**src/rtl/posit_accum_feeder.sv**
```systemverilog
// Sequencer feeding one posit term at a time into the posit accumulator and returning each frame's sum.
// Optional WAIT watchdog is compiled in by defining POSIT_FEEDER_WATCHDOG_EN.
module posit_accum_feeder #(
  parameter int NBITS   = 32,
  parameter int ACC_LAT = 8,
  parameter int TIMEOUT = 64
) (
  input  logic             clk,
  input  logic             rst_n,
  input  logic             s_valid,
  output logic             s_ready,
  input  logic [NBITS-1:0] s_data,
  input  logic             s_last,
  output logic [NBITS-1:0] acc_in,
  output logic             acc_start,
  output logic             acc_clear,
  input  logic [NBITS-1:0] acc_result,
  input  logic             acc_inf,
  input  logic             acc_done,
  output logic             m_valid,
  input  logic             m_ready,
  output logic [NBITS-1:0] m_data,
  output logic             m_inf,
  output logic             m_err,
  output logic [15:0]      m_count
);

  localparam logic [NBITS-1:0] NAR  = {1'b1, {(NBITS-1){1'b0}}};
  localparam logic [NBITS-1:0] ZERO = {NBITS{1'b0}};

  typedef enum logic [2:0] {
    ST_IDLE  = 3'd0,
    ST_ISSUE = 3'd1,
    ST_WAIT  = 3'd2,
    ST_DRAIN = 3'd3,
    ST_OUT   = 3'd4
  } state_t;

  state_t           state_r, state_s;
  logic             first_r, first_s;
  logic [NBITS-1:0] held_data_r, held_data_s;
  logic             held_last_r, held_last_s;
  logic [NBITS-1:0] sum_r, sum_s;
  logic [15:0]      cnt_r, cnt_s, cnt_inc_s;
  logic             nar_r, nar_s;
  logic             err_r, err_s;
  logic             hs_s;
  logic             timeout_s;

  logic             s_ready_s, acc_start_s, acc_clear_s, m_valid_s, m_inf_s, m_err_s;
  logic [NBITS-1:0] acc_in_s, m_data_s;
  logic [15:0]      m_count_s;

  // A TIMEOUT at or below ACC_LAT would flag every healthy term as hung.
  if (TIMEOUT <= ACC_LAT) begin : g_timeout_below_latency
  end

`ifdef POSIT_FEEDER_WATCHDOG_EN
  localparam logic [15:0] WD_LAST = 16'(TIMEOUT - 1);
  logic [15:0] wd_cnt_r;

  // Cycles spent in WAIT for the term currently in flight
  always_ff @(posedge clk) begin
    if (!rst_n) begin
      wd_cnt_r <= 16'd0;
    end else if (state_r == ST_WAIT) begin
      wd_cnt_r <= wd_cnt_r + 16'd1;
    end else begin
      wd_cnt_r <= 16'd0;
    end
  end

  assign timeout_s = (state_r == ST_WAIT) && (wd_cnt_r == WD_LAST);

  // Sticky per-frame watchdog error flag
  always_ff @(posedge clk) begin
    if (!rst_n) begin
      err_r <= 1'b0;
    end else begin
      err_r <= err_s;
    end
  end
`else
  assign timeout_s = 1'b0;
  assign err_r     = 1'b0;
`endif

  // Next-state logic and next values of every registered output
  always_comb begin
    state_s     = state_r;
    first_s     = first_r;
    held_data_s = held_data_r;
    held_last_s = held_last_r;
    sum_s       = sum_r;
    cnt_s       = cnt_r;
    nar_s       = nar_r;
    err_s       = err_r;
    hs_s        = s_valid & s_ready;
    cnt_inc_s   = (cnt_r == 16'hFFFF) ? cnt_r : cnt_r + 16'd1;

    case (state_r)
      ST_IDLE: begin
        if (hs_s) begin
          cnt_s = cnt_inc_s;
          if (s_data == NAR) begin
            nar_s   = 1'b1;
            state_s = s_last ? ST_OUT : ST_DRAIN;
          end else if ((s_data == ZERO) && !first_r) begin
            state_s = s_last ? ST_OUT : ST_IDLE;
          end else begin
            // A leading zero is still issued so that it clears the accumulator.
            held_data_s = s_data;
            held_last_s = s_last;
            state_s     = ST_ISSUE;
          end
        end else begin
          state_s = ST_IDLE;
        end
      end
      ST_ISSUE: begin
        first_s = 1'b0;
        state_s = ST_WAIT;
      end
      ST_WAIT: begin
        if (acc_done) begin
          sum_s = acc_result;
          nar_s = nar_r | acc_inf;
          if (held_last_r) begin
            state_s = ST_OUT;
          end else if (nar_r | acc_inf) begin
            state_s = ST_DRAIN;
          end else begin
            state_s = ST_IDLE;
          end
        end else if (timeout_s) begin
          err_s   = 1'b1;
          state_s = held_last_r ? ST_OUT : ST_DRAIN;
        end else begin
          state_s = ST_WAIT;
        end
      end
      ST_DRAIN: begin
        if (hs_s) begin
          cnt_s   = cnt_inc_s;
          state_s = s_last ? ST_OUT : ST_DRAIN;
        end else begin
          state_s = ST_DRAIN;
        end
      end
      ST_OUT: begin
        if (m_ready) begin
          first_s = 1'b1;
          cnt_s   = 16'd0;
          nar_s   = 1'b0;
          sum_s   = ZERO;
          err_s   = 1'b0;
          state_s = ST_IDLE;
        end else begin
          state_s = ST_OUT;
        end
      end
      default: begin
        state_s = ST_IDLE;
      end
    endcase

    s_ready_s   = (state_s == ST_IDLE) || (state_s == ST_DRAIN);
    acc_start_s = (state_s == ST_ISSUE);
    acc_clear_s = (state_s == ST_ISSUE) && first_s;
    acc_in_s    = acc_start_s ? held_data_s : ZERO;
    m_valid_s   = (state_s == ST_OUT);
    m_inf_s     = m_valid_s && (nar_s || err_s);
    m_err_s     = m_valid_s && err_s;
    m_count_s   = m_valid_s ? cnt_s : 16'd0;
    if (!m_valid_s) begin
      m_data_s = ZERO;
    end else if (nar_s || err_s) begin
      m_data_s = NAR;
    end else begin
      m_data_s = sum_s;
    end
  end

  // State, frame registers and registered outputs
  always_ff @(posedge clk) begin
    if (!rst_n) begin
      state_r     <= ST_IDLE;
      first_r     <= 1'b1;
      held_data_r <= ZERO;
      held_last_r <= 1'b0;
      sum_r       <= ZERO;
      cnt_r       <= 16'd0;
      nar_r       <= 1'b0;
      s_ready     <= 1'b0;
      acc_start   <= 1'b0;
      acc_clear   <= 1'b0;
      acc_in      <= ZERO;
      m_valid     <= 1'b0;
      m_data      <= ZERO;
      m_inf       <= 1'b0;
      m_err       <= 1'b0;
      m_count     <= 16'd0;
    end else begin
      state_r     <= state_s;
      first_r     <= first_s;
      held_data_r <= held_data_s;
      held_last_r <= held_last_s;
      sum_r       <= sum_s;
      cnt_r       <= cnt_s;
      nar_r       <= nar_s;
      s_ready     <= s_ready_s;
      acc_start   <= acc_start_s;
      acc_clear   <= acc_clear_s;
      acc_in      <= acc_in_s;
      m_valid     <= m_valid_s;
      m_data      <= m_data_s;
      m_inf       <= m_inf_s;
      m_err       <= m_err_s;
      m_count     <= m_count_s;
    end
  end

endmodule

```
**config.mk**
```make
export PLATFORM = sky130hd
export DESIGN_NAME = posit_accum_feeder
export DESIGN_NICKNAME = d
export VERILOG_FILES = /design/src/rtl/posit_accum_feeder.sv
export SDC_FILE = /design/constraint.sdc
export NUM_CORES = 1
export LEC_CHECK = 0
export CAP_MARGIN = 20
export CORE_AREA = 2 2 107 109
export CTS_CLUSTER_DIAMETER = 60
export CTS_CLUSTER_SIZE = 8
export DETAILED_ROUTE_END_ITERATION = 7
export DIE_AREA = 0 0 109 111
export PLACE_DENSITY_LB_ADDON = 0.12
export SLEW_MARGIN = 40
export SYNTH_ARGS = -nofsm -noshare
export SYNTH_HDL_FRONTEND = slang
export SYNTH_SLANG_ARGS = --single-unit
```
**constraint.sdc**
```tcl
create_clock -name clk -period 2.75 [get_ports clk]
set_input_delay 0.55 -clock clk [delete_from_list [all_inputs] [get_ports clk]]
set_output_delay 0.55 -clock clk [all_outputs]
set_load 0.05 [all_outputs]
```
# Word level (Yosys, flattened, before mapping)
# Cells that the tools add are included.
op_classes:
  add_sub_neg: 1
  multipliers: 0
  div: 0
  magnitude_cmp: 0
  n_eq_ne: 9
  shifts: 0
  mux: 30
  bitwise_logic: 6
  n_reduce_logical: 13
ops:
  columns: ["op", "count"]
  rows:
  - ["two-way mux 32 bit", 7]
  - ["one-hot mux 32 bit (2 select lines)", 1]
  - ["two-way mux 16 bit", 3]
  - ["equality test 32 bit (second input constant)", 1]
  - ["logical NOT 32 bit", 1]
  - ["one-hot mux 16 bit (2 select lines)", 1]
  - ["two-way mux 3 bit", 9]
  - ["adder 16 x 1 -> 16 bit (second input constant)", 1]
  - ["equality test 16 bit (second input constant)", 1]
  - ["one-hot mux 3 bit (5 select lines)", 1]
  - ["equality test 3 x 2 -> 1 bit (second input constant)", 3]
  - ["equality test 3 x 1 -> 1 bit (second input constant)", 2]
  - ["equality test 3 bit (second input constant)", 2]
  - ["logical NOT 3 bit", 2]
  - ["two-way mux 1 bit", 5]
  - ["inverter 1 bit", 4]
  - ["AND reduction 2 bit", 2]
  - ["AND reduction 4 bit", 1]
  - ["logical AND 1 bit", 3]
  - ["one-hot mux 1 bit (3 select lines)", 1]
  - ["OR reduction 3 bit", 1]
  - ["two-way mux 2 bit", 1]
  - ["one-hot mux 1 bit (2 select lines)", 1]
  - ["OR reduction 2 bit", 1]
  - ["4 further kinds", 4]
totals:
  register_bits: 171
  latch_bits: 0
  mem_bits_rw: 0
  rom_bits: 0
  output_inout_bits: 86
  mem_count: 0

# Longest topological paths before layout
depth:
  ltp_word: 9
  ltp_mapped: 8
  depth_no_buf: 6

# Least setup slack after synthesis
# Ideal clock, no wire load.
synth_path:
  path_type: "register -> register"
  from: "register s_ready"
  to: "register m_data[10]"
  t_arrival_ns: 2.010
  path_slack_ns: 0.608
  stages_incl_launch_ff: 8
  n_path_buf: 2
  period_less_slack_ns: 2.142
  cell_sequence: "dfxtp_1 and2_1 buf_2 nand3b_1 or4_1 o211ai_1 buf_2 nor3_1"
synth_via:
  elab_chain_cells: 6
  word_cells_on_any_way: 9
  cone_classes: "eq/ne (1); mux (5); bitwise (2); reduce/logical (1)"
synth_rtl:
  columns: ["element", "line_no", "text"]
  rows:
  - ["start, declared", "11", "output logic s_ready,"]
  - ["start signal, assigned", "211", "s_ready <= s_ready_s;"]
  - ["bitwise AND 1 bit *", "98", "hs_s = s_valid & s_ready;"]
  - ["two-way mux 3 bit (on tied branches)", "143, 103", null]
  - ["one-hot mux 3 bit (5 select lines)", "101", "case (state_r)"]
  - ["equality test 3 bit", "171", "m_valid_s = (state_s == ST_OUT);"]
  - ["inverter 1 bit (no source line)", null, null]
  - ["OR reduction 3 bit (no source line) *", null, null]
  - ["end signal, assigned", "216", "m_data <= m_data_s;"]
  - ["end, declared", "22", "output logic [NBITS-1:0] m_data,"]
# Mark *: on every way between the ends. The rest lies on a longest branch, timed or not.
# A chain may end at the register's enable or synchronous reset.

# Worst setup path in the final report
layout_path:
  from: "input s_data[11]"
  to: "register m_data[4]"
layout_via:
  elab_chain_cells: 9
  word_cells_on_any_way: 13
  cone_classes: "eq/ne (2); mux (7); bitwise (1); reduce/logical (3)"
layout_rtl:
  columns: ["element", "line_no", "text"]
  rows:
  - ["start, declared", "12", "input logic [NBITS-1:0] s_data,"]
  - ["logical NOT 32 bit", "108", "end else if ((s_data == ZERO) && !first_r) begin"]
  - ["logical AND 1 bit", "108", null]
  - ["two-way mux 3 bit", "108", null]
  - ["two-way mux 3 bit", "105", "if (s_data == NAR) begin"]
  - ["two-way mux 3 bit", "103", "if (hs_s) begin"]
  - ["one-hot mux 3 bit (5 select lines)", "101", null]
  - ["equality test 3 bit", "171", null]
  - ["inverter 1 bit (no source line)", null, null]
  - ["OR reduction 3 bit (no source line) *", null, null]
# Marks and branches as above.

==> impl_results.md <==
* Status: finished clean
* Vias in the first global route at approximately 4,300
* Final setup fails at 0
* Dominant cells by area after synthesis: dfxtp_1 (57%), a22oi_1 (4.9%), nor2_1 (4.9%)
* Syn Inst Count at ~500
* 1st-pass router iterations at 5
* Clock Tree Root: clkbuf_16
* HPWL after DPL at roughly 9000 um
* Final period util at 0.8855
* Drt total wl at between 10,000 and 15,000 um
* Post-synthesis cell type count at 58
* Ys async rst share at 0
* First-pass GRT wire length at a little over 20,000 um
* FMAX at ~0.41 GHz
* Setup Skew at between 5 and 6 ps
* Post-route cell area at between 7000 and 8000 um^2
* CP max-delay cell: or4_1
* # IOs at ~160
* Hold Path Depth at 2
* Syn. warnings at 0
* Row count at 39
* Post-layout min period at roughly 2400 ps
* Mean Syn Cell Area at just under 10 um^2
* Yosys top cell area share at 0.5720
* Placer congestion estimate at approximately 0.85
* FF-to-FF End: cnt_r[14]$_SDFF_PN0_
* Inserted Diodes at 0
* Share of layout cells above drive strength 1 at 0.08969
* Max clock buf depth at 2
* Syn_nets at between 500 and 600
* PD cells at approximately 670 nW/um^2
* Initial antenna violation count at 0
* Max IR drop VDD at 0.0004615 V
* GRT Resource Usage Total at 0.2176
* Layout Cells excl Fill at roughly 810
* Largest net degree at the start of global routing at 77
* Core area at 11,080 um^2
* R2r worst-path depth at 6
* Worst Max-Slew Pin Slew at 562.7 ps
* Placed Cells at about 800
* Initial core utilization at 0.4392
* WP data arrival at roughly 2700 ps
* Worst-Skew Late Latency at a little over 400 ps
* #FFs+latches synth at between 100 and 150
* Cell Area, Synth at just under 5000 um^2
* Die area at between 10,000 and 15,000 um^2
* Total global routing overflow at 0
* Die Y at between 100 and 150 um
* CTS Buf Count at 17
* Vias at between 4,000 and 5,000
* DRC Markers at 0
* Avg WL per Cell at 15.75 um
* Post-CTS Setup Bufs at 0
* Register-to-Register Setup Slack at 600 ps
* Critical path capture point type: flop
* ANT nets after route at 0
* Clock sink count at roughly 140
* Min-delay src: sum_r[25]$_SDFF_PN0_
* Setup CP Type: in -> reg
* DR vias/cell at between 5 and 6
* Lkg Pwr at 2.692 nW
* Most used flip-flop cell after synthesis: dfxtp_1
* Post-CTS Resized at 0
* Leading cell types in the layout, fill and taps excluded: clkdlybuf4s50_1 (155), dfxtp_1 (139), nor2_1 (64)
* Worst Hold End: sum_r[25]$_SDFF_PN0_
* RSZ-0062 raised after global routing: false
* Hold buffers post-CTS at 0
* Pins Over Slew Limit at 0
* Nets at ~730
* Crit start category: primary input
* Clk slew on worst S/H paths at roughly 60 ps
* Dpl cell area at 6586 um^2
* Layout filler cell count at a little over 900
* PortBufs at ~160
* Slew HR at 0.6237
* Seq/Total Area, Yosys at 0.5720
* Worst EP required at 3030 ps
* Die Span X at roughly 110 um
* Post-synth EDFFs at 0
* Critical Path Max Stage Delay at 590 ps
* CTS tree: done
* H-tree depth at 4
* Initial drt markers at 200
* Crit-path max FO at 31
* Fin. Hold Viols at 0
* Commonest non-fill, non-tap cell in the layout: clkdlybuf4s50_1
* Largest area contributor in the netlist: dfxtp_1
* Hold Crit Class: reg -> reg
* Reg2Reg Launch Point: cnt_r[0]$_SDFF_PN0_
* Max_cap viols at 0
* Cells along the critical path: clkdlybuf4s50_1 -> nor4_1 -> nand4_1 -> or4_1 -> o211ai_1 -> buf_12 -> nor3_1
* Layout area overhead at 47.89%
power by group:
group	total (W)	switching (W)	internal, W
clock	0.00229	0.000837	0.00145
combinational	0.000422	0.000233	0.000189
sequential	0.00208	0.0000255	0.00205
total	0.00479	0.00109	0.00369
metal layers:
layer	wire, um	GRT usage	part of all wire
met5	0	0	0
met4	248	0.09316	0.019
met3	1112	0.07525	0.087
met2	6142	0.3507	0.48
met1	5288	0.2605	0.41
layout make-up:
cell class | count | area, um^2 | area share
well taps | 143 | 178.9 | 0.02487
flip-flops and latches | 139 | 2783 | 0.3868
clock buffers | 22 | 494.2 | 0.06870
inverters | 10 | 37.54 | 0.005217
clock inverters | 10 | 113.9 | 0.01583
multi-input cells | 318 | 1898 | 0.2638
repair buffers | 170 | 1689 | 0.2348
worst max-delay path by stage:
stage	from	to	slack [ps]	cells after the start
global placement	s_data[11]	m_data[24]$_SDFF_PP0_	-60	7
floorplan	s_ready$_SDFF_PN0_	m_data[10]$_SDFF_PP0_	610	7
finish	s_data[11]	m_data[4]$_SDFF_PP0_	310	7
CTS	s_data[11]	m_data[2]$_SDFF_PP0_	310	7
global route	s_data[11]	m_data[2]$_SDFF_PP0_	110	7
detailed placement	s_data[11]	m_data[26]$_SDFF_PP0_	-100	7
state kept, by name, summed over array words and instances, names as in the netlist, 3 cells and up:
signal / count
m_data: 32
sum_r: 32
m_count: 16
acc_in: 32
state_r: 3
cnt_r: 16
synthesized netlist by cell type (2+ instances only):
cell and instances:
nor3_1 40, clkbuf_1 29, o31ai_1 4, o21ai_0 5
nand2_1 16, inv_1 8, nor4_1 13, and2_1 4
a311oi_1 4, a21oi_1 12, nand4_1 11, o211ai_1 4
o211a_1 2, nor2_1 64, and4_1 4, or2_2 2
dfxtp_1 139, a31oi_1 3, a21o_1 3, nand3b_1 4
buf_2 9, a31o_2 2, a22oi_1 32, o21ai_1 2
and3_1 37, or4_1 4, a211oi_1 4, nor2b_1 4
o22ai_1 3, nand3_1 7, nand2b_1 3, inv_2 2
cells by family (layout without fill, tap and decap cells):
family	Yosys count	in the layout	share of synthesized area
compound gates	93	93	0.1404
xor+xnor	1	1	0.001801
fa+ha+maj	1	1	0.002572
buf+inv	49	212	0.04089
flops	139	139	0.5720
mux	1	1	0.002058
other cells	1	1	0.0007709
simple gates	221	221	0.2395
through the flow:
step           power (W)  worst slack [ps]  utilization  hold slack [ps]  setup TNS, ps
2_1_floorplan   0.002342             608.0            -            460.4              0
3_3_place_gp    0.002533            -60.87       0.5946            472.7          -1863
3_5_place_dp    0.002542            -96.40       0.5946            476.5          -2656
4_1_cts         0.004823             305.7       0.6495            494.4              0
5_1_grt         0.004946             112.2       0.6495            517.5              0
6_report        0.004788             314.9       0.6495            487.1              0
critical path, delay by kind of cell:
kind	cells	cell delay, ps
AND/OR/NAND/NOR	4	1310
buffers and inverters	2	660
AO/OA/AOI/OAI	1	190
Note: power is estimated with default switching activity, not from simulation.
